==> src/rtl/icache_miss_controller_if.sv <==
// Lookup, memory and array-fill signals of the icache miss controller.
// master = controller side, slave = surrounding pipeline/memory/arrays.
interface icache_miss_controller_if #(
   parameter int ADDR_WIDTH = 32,
   parameter int WORD_WIDTH = 32,
   parameter int LINE_WORDS = 4
);
   localparam int OFS = $clog2(LINE_WORDS);

   logic                  i_halt;
   logic                  i_valid;
   logic [ADDR_WIDTH-1:0] i_addr;
   logic                  i_cache_hit;
   logic                  o_user_if_ready;
   logic                  o_miss_state;
   logic                  o_mem_req_valid;
   logic [ADDR_WIDTH-1:0] o_mem_req_addr;
   logic                  i_mem_req_ready;
   logic                  i_mem_resp_valid;
   logic [WORD_WIDTH-1:0] i_mem_resp_data;
   logic                  o_mem_resp_ready;
   logic                  o_fill_we;
   logic [OFS-1:0]        o_fill_word_idx;
   logic [WORD_WIDTH-1:0] o_fill_data;
   logic                  o_array_update_start;
   logic                  i_array_update_done;
   logic                  o_miss_data_valid;
   logic [WORD_WIDTH-1:0] o_miss_data;
   logic                  o_error;

   modport master (
      input  i_halt, i_valid, i_addr, i_cache_hit,
      input  i_mem_req_ready, i_mem_resp_valid, i_mem_resp_data, i_array_update_done,
      output o_user_if_ready, o_miss_state, o_mem_req_valid, o_mem_req_addr,
      output o_mem_resp_ready, o_fill_we, o_fill_word_idx, o_fill_data,
      output o_array_update_start, o_miss_data_valid, o_miss_data, o_error
   );

   modport slave (
      output i_halt, i_valid, i_addr, i_cache_hit,
      output i_mem_req_ready, i_mem_resp_valid, i_mem_resp_data, i_array_update_done,
      input  o_user_if_ready, o_miss_state, o_mem_req_valid, o_mem_req_addr,
      input  o_mem_resp_ready, o_fill_we, o_fill_word_idx, o_fill_data,
      input  o_array_update_start, o_miss_data_valid, o_miss_data, o_error
   );
endinterface

==> src/rtl/icache_miss_controller.sv <==
// Instruction cache miss handler: line request, in-order beat fill with early
// restart of the missed word, bounded timeout retries, then tag/valid update.
module icache_miss_controller #(
   parameter int ADDR_WIDTH     = 32,
   parameter int WORD_WIDTH     = 32,
   parameter int LINE_WORDS     = 4,
   parameter int TIMEOUT_CYCLES = 64,
   parameter int MAX_RETRIES    = 2
) (
   input logic clk,
   input logic arst_n,
   icache_miss_controller_if.master bus
);
   localparam int OFS = $clog2(LINE_WORDS);
   localparam int TW  = (TIMEOUT_CYCLES > 1) ? $clog2(TIMEOUT_CYCLES) : 1;
   localparam int RW  = (MAX_RETRIES > 0) ? $clog2(MAX_RETRIES + 1) : 1;
   localparam logic [TW-1:0]  TMO_LAST  = TW'(TIMEOUT_CYCLES - 1);
   localparam logic [RW-1:0]  RETRY_MAX = RW'(MAX_RETRIES);
   localparam logic [OFS:0]   LAST_BEAT = (OFS + 1)'(LINE_WORDS - 1);

   typedef enum logic [2:0] {S_IDLE, S_REQ, S_FILL, S_UPDATE, S_ERR} state_t;

   state_t                state_q, state_d;
   logic [ADDR_WIDTH-1:0] addr_q, addr_d;
   logic [OFS:0]          beat_q, beat_d;
   logic [TW-1:0]         timer_q, timer_d;
   logic [RW-1:0]         retry_q, retry_d;
   logic                  dlv_q, dlv_d;
   logic [WORD_WIDTH-1:0] mdata_q, mdata_d;
   logic                  mdv_q, mdv_d;
   logic                  err_q, err_d;
   logic                  aus_q, aus_d;

   always_comb begin
      state_d = state_q;
      addr_d  = addr_q;
      beat_d  = beat_q;
      timer_d = timer_q;
      retry_d = retry_q;
      dlv_d   = dlv_q;
      mdata_d = mdata_q;
      mdv_d   = 1'b0;
      err_d   = 1'b0;
      aus_d   = 1'b0;
      if (bus.i_halt) begin
         // frozen: pending response/update pulses survive until release
         mdv_d = mdv_q;
         err_d = err_q;
         aus_d = aus_q;
      end else begin
         case (state_q)
            S_IDLE: if (bus.i_valid && !bus.i_cache_hit) begin
               state_d = S_REQ;
               addr_d  = bus.i_addr;
               retry_d = '0;
               dlv_d   = 1'b0;
            end
            S_REQ: if (bus.i_mem_req_ready) begin
               state_d = S_FILL;
               beat_d  = '0;
               timer_d = '0;
            end
            S_FILL: begin
               if (bus.i_mem_resp_valid) begin
                  beat_d  = beat_q + 1'b1;
                  timer_d = '0;
                  if (beat_q[OFS-1:0] == addr_q[OFS-1:0] && !dlv_q) begin
                     mdata_d = bus.i_mem_resp_data;
                     dlv_d   = 1'b1;
                     mdv_d   = 1'b1;
                  end
                  if (beat_q == LAST_BEAT) begin
                     state_d = S_UPDATE;
                     aus_d   = 1'b1;
                  end
               end else if (TIMEOUT_CYCLES != 0) begin
                  if (timer_q == TMO_LAST) begin
                     if (retry_q < RETRY_MAX) begin
                        retry_d = retry_q + 1'b1;
                        state_d = S_REQ;
                        beat_d  = '0;
                        timer_d = '0;
                     end else begin
                        state_d = S_ERR;
                        mdv_d   = 1'b1;
                        err_d   = 1'b1;
                     end
                  end else begin
                     timer_d = timer_q + 1'b1;
                  end
               end
            end
            S_UPDATE: if (bus.i_array_update_done) state_d = S_IDLE;
            S_ERR:    state_d = S_IDLE;
            default:  state_d = S_IDLE;
         endcase
      end
   end

   always_ff @(posedge clk) begin
      if (!arst_n) begin
         state_q <= S_IDLE;
         addr_q  <= '0;
         beat_q  <= '0;
         timer_q <= '0;
         retry_q <= '0;
         dlv_q   <= 1'b0;
         mdata_q <= '0;
         mdv_q   <= 1'b0;
         err_q   <= 1'b0;
         aus_q   <= 1'b0;
      end else begin
         state_q <= state_d;
         addr_q  <= addr_d;
         beat_q  <= beat_d;
         timer_q <= timer_d;
         retry_q <= retry_d;
         dlv_q   <= dlv_d;
         mdata_q <= mdata_d;
         mdv_q   <= mdv_d;
         err_q   <= err_d;
         aus_q   <= aus_d;
      end
   end

   assign bus.o_user_if_ready      = (state_q == S_IDLE) && !bus.i_halt;
   assign bus.o_miss_state         = (state_q != S_IDLE);
   assign bus.o_mem_req_valid      = (state_q == S_REQ) && !bus.i_halt;
   assign bus.o_mem_req_addr       = (state_q == S_REQ) ?
                                     {addr_q[ADDR_WIDTH-1:OFS], {OFS{1'b0}}} : '0;
   assign bus.o_mem_resp_ready     = (state_q == S_FILL) && !bus.i_halt;
   assign bus.o_fill_we            = bus.o_mem_resp_ready && bus.i_mem_resp_valid;
   assign bus.o_fill_word_idx      = bus.o_fill_we ? beat_q[OFS-1:0] : '0;
   assign bus.o_fill_data          = bus.o_fill_we ? bus.i_mem_resp_data : '0;
   assign bus.o_array_update_start = aus_q && !bus.i_halt;
   assign bus.o_miss_data_valid    = mdv_q && !bus.i_halt;
   assign bus.o_miss_data          = mdata_q;
   assign bus.o_error              = err_q;
endmodule

==> src/flat_wrapper.sv <==
// flat-port wrapper written by rule: the top's interface ports become plain ports
module icache_miss_controller_flat 
#(
   parameter int ADDR_WIDTH     = 32,
   parameter int WORD_WIDTH     = 32,
   parameter int LINE_WORDS     = 4,
   parameter int TIMEOUT_CYCLES = 64,
   parameter int MAX_RETRIES    = 2
)
  (clk, arst_n, bus_i_halt, bus_i_valid, bus_i_addr, bus_i_cache_hit, bus_i_mem_req_ready, bus_i_mem_resp_valid, bus_i_mem_resp_data, bus_i_array_update_done, bus_o_user_if_ready, bus_o_miss_state, bus_o_mem_req_valid, bus_o_mem_req_addr, bus_o_mem_resp_ready, bus_o_fill_we, bus_o_fill_word_idx, bus_o_fill_data, bus_o_array_update_start, bus_o_miss_data_valid, bus_o_miss_data, bus_o_error);
  icache_miss_controller_if #(.ADDR_WIDTH(ADDR_WIDTH), .WORD_WIDTH(WORD_WIDTH), .LINE_WORDS(LINE_WORDS)) bus_i ();
  input logic clk;
  input logic arst_n;
  input wire logic [$bits(bus_i.i_halt)-1:0] bus_i_halt;
  input wire logic [$bits(bus_i.i_valid)-1:0] bus_i_valid;
  input wire logic [$bits(bus_i.i_addr)-1:0] bus_i_addr;
  input wire logic [$bits(bus_i.i_cache_hit)-1:0] bus_i_cache_hit;
  input wire logic [$bits(bus_i.i_mem_req_ready)-1:0] bus_i_mem_req_ready;
  input wire logic [$bits(bus_i.i_mem_resp_valid)-1:0] bus_i_mem_resp_valid;
  input wire logic [$bits(bus_i.i_mem_resp_data)-1:0] bus_i_mem_resp_data;
  input wire logic [$bits(bus_i.i_array_update_done)-1:0] bus_i_array_update_done;
  output wire logic [$bits(bus_i.o_user_if_ready)-1:0] bus_o_user_if_ready;
  output wire logic [$bits(bus_i.o_miss_state)-1:0] bus_o_miss_state;
  output wire logic [$bits(bus_i.o_mem_req_valid)-1:0] bus_o_mem_req_valid;
  output wire logic [$bits(bus_i.o_mem_req_addr)-1:0] bus_o_mem_req_addr;
  output wire logic [$bits(bus_i.o_mem_resp_ready)-1:0] bus_o_mem_resp_ready;
  output wire logic [$bits(bus_i.o_fill_we)-1:0] bus_o_fill_we;
  output wire logic [$bits(bus_i.o_fill_word_idx)-1:0] bus_o_fill_word_idx;
  output wire logic [$bits(bus_i.o_fill_data)-1:0] bus_o_fill_data;
  output wire logic [$bits(bus_i.o_array_update_start)-1:0] bus_o_array_update_start;
  output wire logic [$bits(bus_i.o_miss_data_valid)-1:0] bus_o_miss_data_valid;
  output wire logic [$bits(bus_i.o_miss_data)-1:0] bus_o_miss_data;
  output wire logic [$bits(bus_i.o_error)-1:0] bus_o_error;
  assign bus_i.i_halt = bus_i_halt;
  assign bus_i.i_valid = bus_i_valid;
  assign bus_i.i_addr = bus_i_addr;
  assign bus_i.i_cache_hit = bus_i_cache_hit;
  assign bus_i.i_mem_req_ready = bus_i_mem_req_ready;
  assign bus_i.i_mem_resp_valid = bus_i_mem_resp_valid;
  assign bus_i.i_mem_resp_data = bus_i_mem_resp_data;
  assign bus_i.i_array_update_done = bus_i_array_update_done;
  assign bus_o_user_if_ready = bus_i.o_user_if_ready;
  assign bus_o_miss_state = bus_i.o_miss_state;
  assign bus_o_mem_req_valid = bus_i.o_mem_req_valid;
  assign bus_o_mem_req_addr = bus_i.o_mem_req_addr;
  assign bus_o_mem_resp_ready = bus_i.o_mem_resp_ready;
  assign bus_o_fill_we = bus_i.o_fill_we;
  assign bus_o_fill_word_idx = bus_i.o_fill_word_idx;
  assign bus_o_fill_data = bus_i.o_fill_data;
  assign bus_o_array_update_start = bus_i.o_array_update_start;
  assign bus_o_miss_data_valid = bus_i.o_miss_data_valid;
  assign bus_o_miss_data = bus_i.o_miss_data;
  assign bus_o_error = bus_i.o_error;
  icache_miss_controller #(.ADDR_WIDTH(ADDR_WIDTH), .WORD_WIDTH(WORD_WIDTH), .LINE_WORDS(LINE_WORDS), .TIMEOUT_CYCLES(TIMEOUT_CYCLES), .MAX_RETRIES(MAX_RETRIES)) u_core (.clk(clk), .arst_n(arst_n), .bus(bus_i));
endmodule
==> config.mk <==
export PLATFORM = sky130hd
export DESIGN_NAME = icache_miss_controller_flat
export DESIGN_NICKNAME = d
export VERILOG_FILES = /design/src/rtl/icache_miss_controller_if.sv /design/src/rtl/icache_miss_controller.sv /design/src/flat_wrapper.sv
export SDC_FILE = /design/constraint.sdc
export NUM_CORES = 1
export LEC_CHECK = 0
export ABC_AREA = 1
export CORE_AREA = 2 2 109 111
export CTS_CLUSTER_SIZE = 25
export DETAILED_ROUTE_END_ITERATION = 16
export DIE_AREA = 0 0 111 113
export PLACE_DENSITY = 0.66
export SKIP_LAST_GASP = 1
export SYNTH_ARGS = -nofsm -noshare
export SYNTH_HDL_FRONTEND = slang
export SYNTH_SLANG_ARGS = --single-unit
==> constraint.sdc <==
create_clock -name clk -period 1.9 [get_ports clk]
set_clock_uncertainty 0.15 [all_clocks]
set_input_delay 0.38 -clock clk [delete_from_list [all_inputs] [get_ports clk]]
set_output_delay 0.38 -clock clk [all_outputs]
set_load 0.01 [all_outputs]
Word-level counts from Yosys, hierarchy flattened
Index checks and enable logic that the tools add are counted.

word-level totals
  register bits = 82
  memory bits (writable) = 0
  latch bits = 0
  memories kept = 0
  memory bits (read-only) = 0
  logic and storage cells = 95

operators by class
  bitwise logic cells = 1
  reduce and logical (&&, ||, !) cells = 22
  $mul = 0
  multiplexer cells = 40
  divide/modulo/power cells = 0
  order comparisons = 1
  add/subtract/negate cells = 3
  shift operators = 0
  eq/ne operators = 18

operator list
  kind                                                                    number
  32-bit 2-to-1 mux                                                       2
  3-bit 2-to-1 mux                                                        11
  6-bit 2-to-1 mux                                                        4
  1-bit 2-to-1 mux                                                        13
  3-bit one-hot mux with 4 select lines                                   1
  6-bit one-hot mux with 2 select lines                                   1
  6-bit AND reduction                                                     2
  2-bit 2-to-1 mux                                                        5
  5-bit AND reduction                                                     2
  3-bit by 2-bit equality test with 1-bit output (second input constant)  3
  3-bit by 2-bit != test with 1-bit output (second input constant)        3
  1-bit logical AND                                                       8
  2-bit by 1-bit != test with 1-bit output (second input constant)        4
  2-bit != test (second input constant)                                   4
  4-bit AND reduction                                                     2
  6-bit by 1-bit adder with 6-bit output (second input constant)          1
  6-bit equality test (second input constant)                             1
  3-bit one-hot mux with 2 select lines                                   1
  4-bit != test (second input constant)                                   1
  2-bit one-hot mux with 2 select lines                                   1
  2-bit nonzero test                                                      2
  3-bit by 1-bit adder with 3-bit output (second input constant)          1
  3-bit by 1-bit equality test with 1-bit output (second input constant)  1
  1-bit logical NOT                                                       3
  8 further kinds                                                         8

Longest topological paths before layout
  depth after elaboration = 5
  gate-level depth with buffers = 10

Least setup slack after synthesis
Ideal clock, no wire load.

  kind = flip-flop to output port
  from = reg u_core.state_q[2]
  to = out bus_o_fill_data[10]
  path slack = 0.141 ns
  required time = 1.370 ns
  cell stages (with the launch flop) = 7
  arrival = 1.229 ns
  cells stage by stage = dfxtp_1 nor2_4 nand3_4 nor2_8 inv_4 buf_2 nor2_1

on the way
  word-level cells in the longest chain between the ends = 4

ends and longest elaborated chain
  what                                            line                           RTL
  start: declaration                              icache_miss_controller.sv:23   state_t state_q, state_d;
  start signal: assignment                        icache_miss_controller.sv:113  state_q <= state_d;
  3-bit by 2-bit equality test with 1-bit output  icache_miss_controller.sv:131  assign bus.o_mem_resp_ready = (state_q == S_FILL) && !bus.i_halt;
  1-bit logical AND                               icache_miss_controller.sv:131
  1-bit logical AND                               icache_miss_controller.sv:132  assign bus.o_fill_we = bus.o_mem_resp_ready && bus.i_mem_resp_valid;
  named net bus_o_fill_we                         flat_wrapper.sv:27             output wire logic [$bits(bus_i.o_fill_we)-1:0] bus_o_fill_we;
  32-bit 2-to-1 mux                               icache_miss_controller.sv:134  assign bus.o_fill_data = bus.o_fill_we ? bus.i_mem_resp_data : '0;
  end: declaration                                flat_wrapper.sv:29             output wire logic [$bits(bus_i.o_fill_data)-1:0] bus_o_fill_data;

The timed path passes the listed nets, and every way through them passes these cells.

Worst setup path after layout
  from = reg u_core.state_q[2]
  to = out bus_o_fill_word_idx[1]

on the way
  word-level cells in the longest chain between the ends = 4

ends and longest elaborated chain
  what                                            line                           RTL
  3-bit by 2-bit equality test with 1-bit output  icache_miss_controller.sv:131
  1-bit logical AND                               icache_miss_controller.sv:131
  1-bit logical AND                               icache_miss_controller.sv:132
  2-bit 2-to-1 mux                                icache_miss_controller.sv:133  assign bus.o_fill_word_idx = bus.o_fill_we ? beat_q[OFS-1:0] : '0;
  end: declaration                                flat_wrapper.sv:28             output wire logic [$bits(bus_i.o_fill_word_idx)-1:0] bus_o_fill_word_idx;

No other way between the ends.

==> run_results.csv <==
group,metric,value,unit
hold_path,hp-class,"reg2reg",
clock_tree,cts_buffers,9,
floorplanning,die_area,12500,um^2
clock_tree,clk_latency,0.33,ns
timing,fin_crit_sh,107,%
layout,fin_util,62.6,%
outcome,status,"finished with violations",
worst_setup_path,cp-start-kind,"flop",
timing,rsz0062_at_grt,"true",
worst_setup_path,critPathKind,"reg2out",
placement,gp_congestion,0.866,
clock_tree,htreeDepth,3,
timing,slew_viol_final,0,
layout,synthToLayoutAreaGrowth,81.4,%
placement,placed_area,6190,um^2
layout,fin_nets,874,
timing,fmax,492,MHz
worst_setup_path,cp_max_fo,17,
worst_setup_path,crit_end,"bus_o_fill_word_idx[1]",
floorplanning,num_rows,39,
worst_setup_path,arrival,1.50,ns
routing,vias,4398,
power,ir_worst_vdd,0.382,mV
routing,drcViolationCount,0,
clock_tree,clock_path_buffers,2,
worst_setup_path,crit_start,"u_core.state_q[2]$_SDFFE_PN0P_",
yosys,synth_seq_area_share,42.2,%
placement,hpwl,8600,um
layout,final_area,7060,um^2
yosys,netlist_area,3890,um^2
layout,drive_gt1_share,32.0,%
clock_tree,clk_pin_slew_worst_paths,0.06,ns
global_routing,grt_pass1_vias,4240,
floorplanning,fp.dieW,111,um
yosys,syn-mean-instance-area,6.89,um^2
timing,setup_ws,-0.134,ns
floorplanning,core-area,11300,um^2
global_routing,grt_max_degree,42,
placement,io_buffers,175,
worst_setup_path,critPathCaptureType,"output port",
layout,fillerInstances,962,
power,cellPowerDensity,625,nW/um^2
job,max-cap-violations,0,
yosys,synth.distinct_cells,29,
routing,drt_iter0_drc,248,
layout,final_common_cell,"clkdlybuf4s50_1",
global_routing,antenna_found_initial,0,
worst_setup_path,r2r_end,"u_core.timer_q[5]$_SDFFE_PN0P_",
timing,period_needed,2.03,ns
global_routing,grt_pass1_wl,19800,um
global_routing,grt.total_usage,19.1,%
clock_tree,cts_sinks,82,
worst_setup_path,required,1.37,ns
clock_tree,cts_root_buf,"clkbuf_16",
timing,hold_violations,0,
floorplanning,io-pin-count,178,
timing,setup-violations-final,67,
clock_tree,ctsHoldBuffers,0,
clock_tree,cts_tree,"done",
power,p_leak,0.00297,uW
routing,wire_per_inst,13.9,um
worst_setup_path,r2r_start,"u_core.state_q[0]$_SDFFE_PN0P_",
yosys,synth.ff_latch_count,82,
routing,vias_per_cell,4.64,
routing,ant_nets,0,
routing,first_pass_iters,4,
layout,n_antenna_cell,0,
worst_setup_path,r2r_slack,0.10,ns
worst_setup_path,ff2ff_path_depth,11,
routing,drt-total-wl,13200,um
floorplanning,dieHeight,113,um
layout,final_cell_mix,"clkdlybuf4s50_1 (102), inv_1 (86), nand2_1 (78), dfxtp_1 (78), a21oi_1 (72)",
floorplanning,start_util,34.5,%
yosys,synthCells,565,
global_routing,grt-ovfl-total,0,
yosys,ys_warn_count,0,
outcome,violations,"negative setup slack",
[sequential cells by signal, indices dropped and copies added, names as in the netlist]
register / flops
u_core.retry_q: 2
u_core.mdv_q: 1
u_core.beat_q: 3
u_core.bus.o_miss_data: 32
u_core.addr_q: 32
u_core.timer_q: 6
u_core.dlv_q: 1
u_core.aus_q: 1
u_core.state_q: 3
u_core.bus.o_error: 1
[cell type report]
type                       count  area (um^2)  area share [%]
timing repair buffer         252         2430            34.4
sequential                    82         1650            23.4
timing repair inverter         2         25.0           0.354
inverter                      93          364            5.16
clock buffer                  11          253            3.58
multi-input combinational    359         2100            29.7
clock inverter                 5         62.6           0.886
tap                          143          179            2.53
[per-stage QoR]
step / worst slack, ns / power, uW / TNS [ns] / hold slack (ns) / instances
finish: -0.134 / 4410 / -5.23 / 0.310 / 947
global route: -0.193 / 4580 / -9.16 / 0.326 / 947
CTS: -0.181 / 4340 / -9.07 / 0.301 / 935
detailed placement: -0.606 / 2470 / -47.53 / 0.292 / 912
global placement: -0.568 / 2460 / -44.45 / 0.290 / 912
floorplan: 0.141 / 2110 / 0 / 0.279 / 566
[Yosys cell counts]
library cell  count  area share (%)
nor2_2            2            0.32
dfxtp_1          82              42
nor3_1            1            0.13
nand3b_1          1            0.19
clkbuf_1         12             1.2
nor2_1           92             8.9
nor2_8            2             1.0
a31oi_1           1            0.16
a21oi_1          73             9.4
nand2_2           2            0.32
xor2_1            1            0.23
nand2_1          82             7.9
conb_1            1           0.096
ha_1              3            0.96
buf_2            11             1.4
o21ai_0          26             3.3
inv_4             1            0.16
inv_2             5            0.48
buf_6             6             1.7
nand3_1          46             5.9
inv_1            87             8.4
nor2_4            2            0.58
nand2_4           1            0.29
or2_1             1            0.16
a21oi_2           4            0.90
buf_4             3            0.58
nand3_4           2            0.90
nand3_2           2            0.51
o21ai_1          13             1.7
[worst min-delay path by stage]
stage	startpoint	end	slack (ns)	cells past startpoint
6_report	u_core.bus.o_miss_data[15]$_SDFFE_PN0P_	u_core.bus.o_miss_data[15]$_SDFFE_PN0P_	0.31	2
5_1_grt	u_core.bus.o_miss_data[15]$_SDFFE_PN0P_	u_core.bus.o_miss_data[15]$_SDFFE_PN0P_	0.33	2
2_1_floorplan	u_core.addr_q[8]$_SDFFE_PN0P_	u_core.addr_q[8]$_SDFFE_PN0P_	0.28	2
3_5_place_dp	u_core.addr_q[15]$_SDFFE_PN0P_	u_core.addr_q[15]$_SDFFE_PN0P_	0.29	2
4_1_cts	u_core.addr_q[15]$_SDFFE_PN0P_	u_core.addr_q[15]$_SDFFE_PN0P_	0.30	2
3_3_place_gp	u_core.addr_q[27]$_SDFFE_PN0P_	u_core.addr_q[27]$_SDFFE_PN0P_	0.29	2
[power breakdown]
part | leakage [uW] | internal (uW) | total (uW) | switching (uW)
Clock | 0.000148 | 1090 | 1800 | 706
Combinational | 0.00215 | 404 | 811 | 407
Sequential | 0.000668 | 1770 | 1800 | 26.0
Total | 0.00297 | 3270 | 4410 | 1140
[repair_timing]
action,4_1_cts,5_1_grt
endpoints found under the hold margin,0,0
endpoints found under the setup margin,71,74
setup buffers,5,8
gates resized for setup,238,208
cloned,2,4
pin swaps,2,7
[per-layer routing]
metal  part of all wire [%]  up-vias  track usage, %
li1                       -     2228               -
met5                      0        -               0
met2                     50      157            33.6
met4                    1.5        0            7.83
met1                     42     1996            22.6
met3                    6.2       17            4.34
[logic make-up (layout without fill, tap and decap cells)]
logic type | after synthesis | count (layout) | synth area share [%]
flip-flops | 82 | 82 | 42.2
other | 1 | 2 | 0.0964
AND/OR/NAND/NOR | 236 | 236 | 27.1
XOR/XNOR | 1 | 1 | 0.225
adder cells (fa/ha/maj) | 3 | 3 | 0.965
buffers and inverters | 125 | 363 | 13.9
AO/OA/AOI/OAI | 117 | 117 | 15.5
[critical path, cell delays in order (launching register included)]
cell and delay, ns:
dfxtp_4 0.36, nor2_4 0.14, nand3_4 0.11, nor2_8 0.12, buf_12 0.14, inv_12 0.06, nor2_2 0.08, buf_2 0.14
No activity file was read; power rests on OpenSTA's default activity.
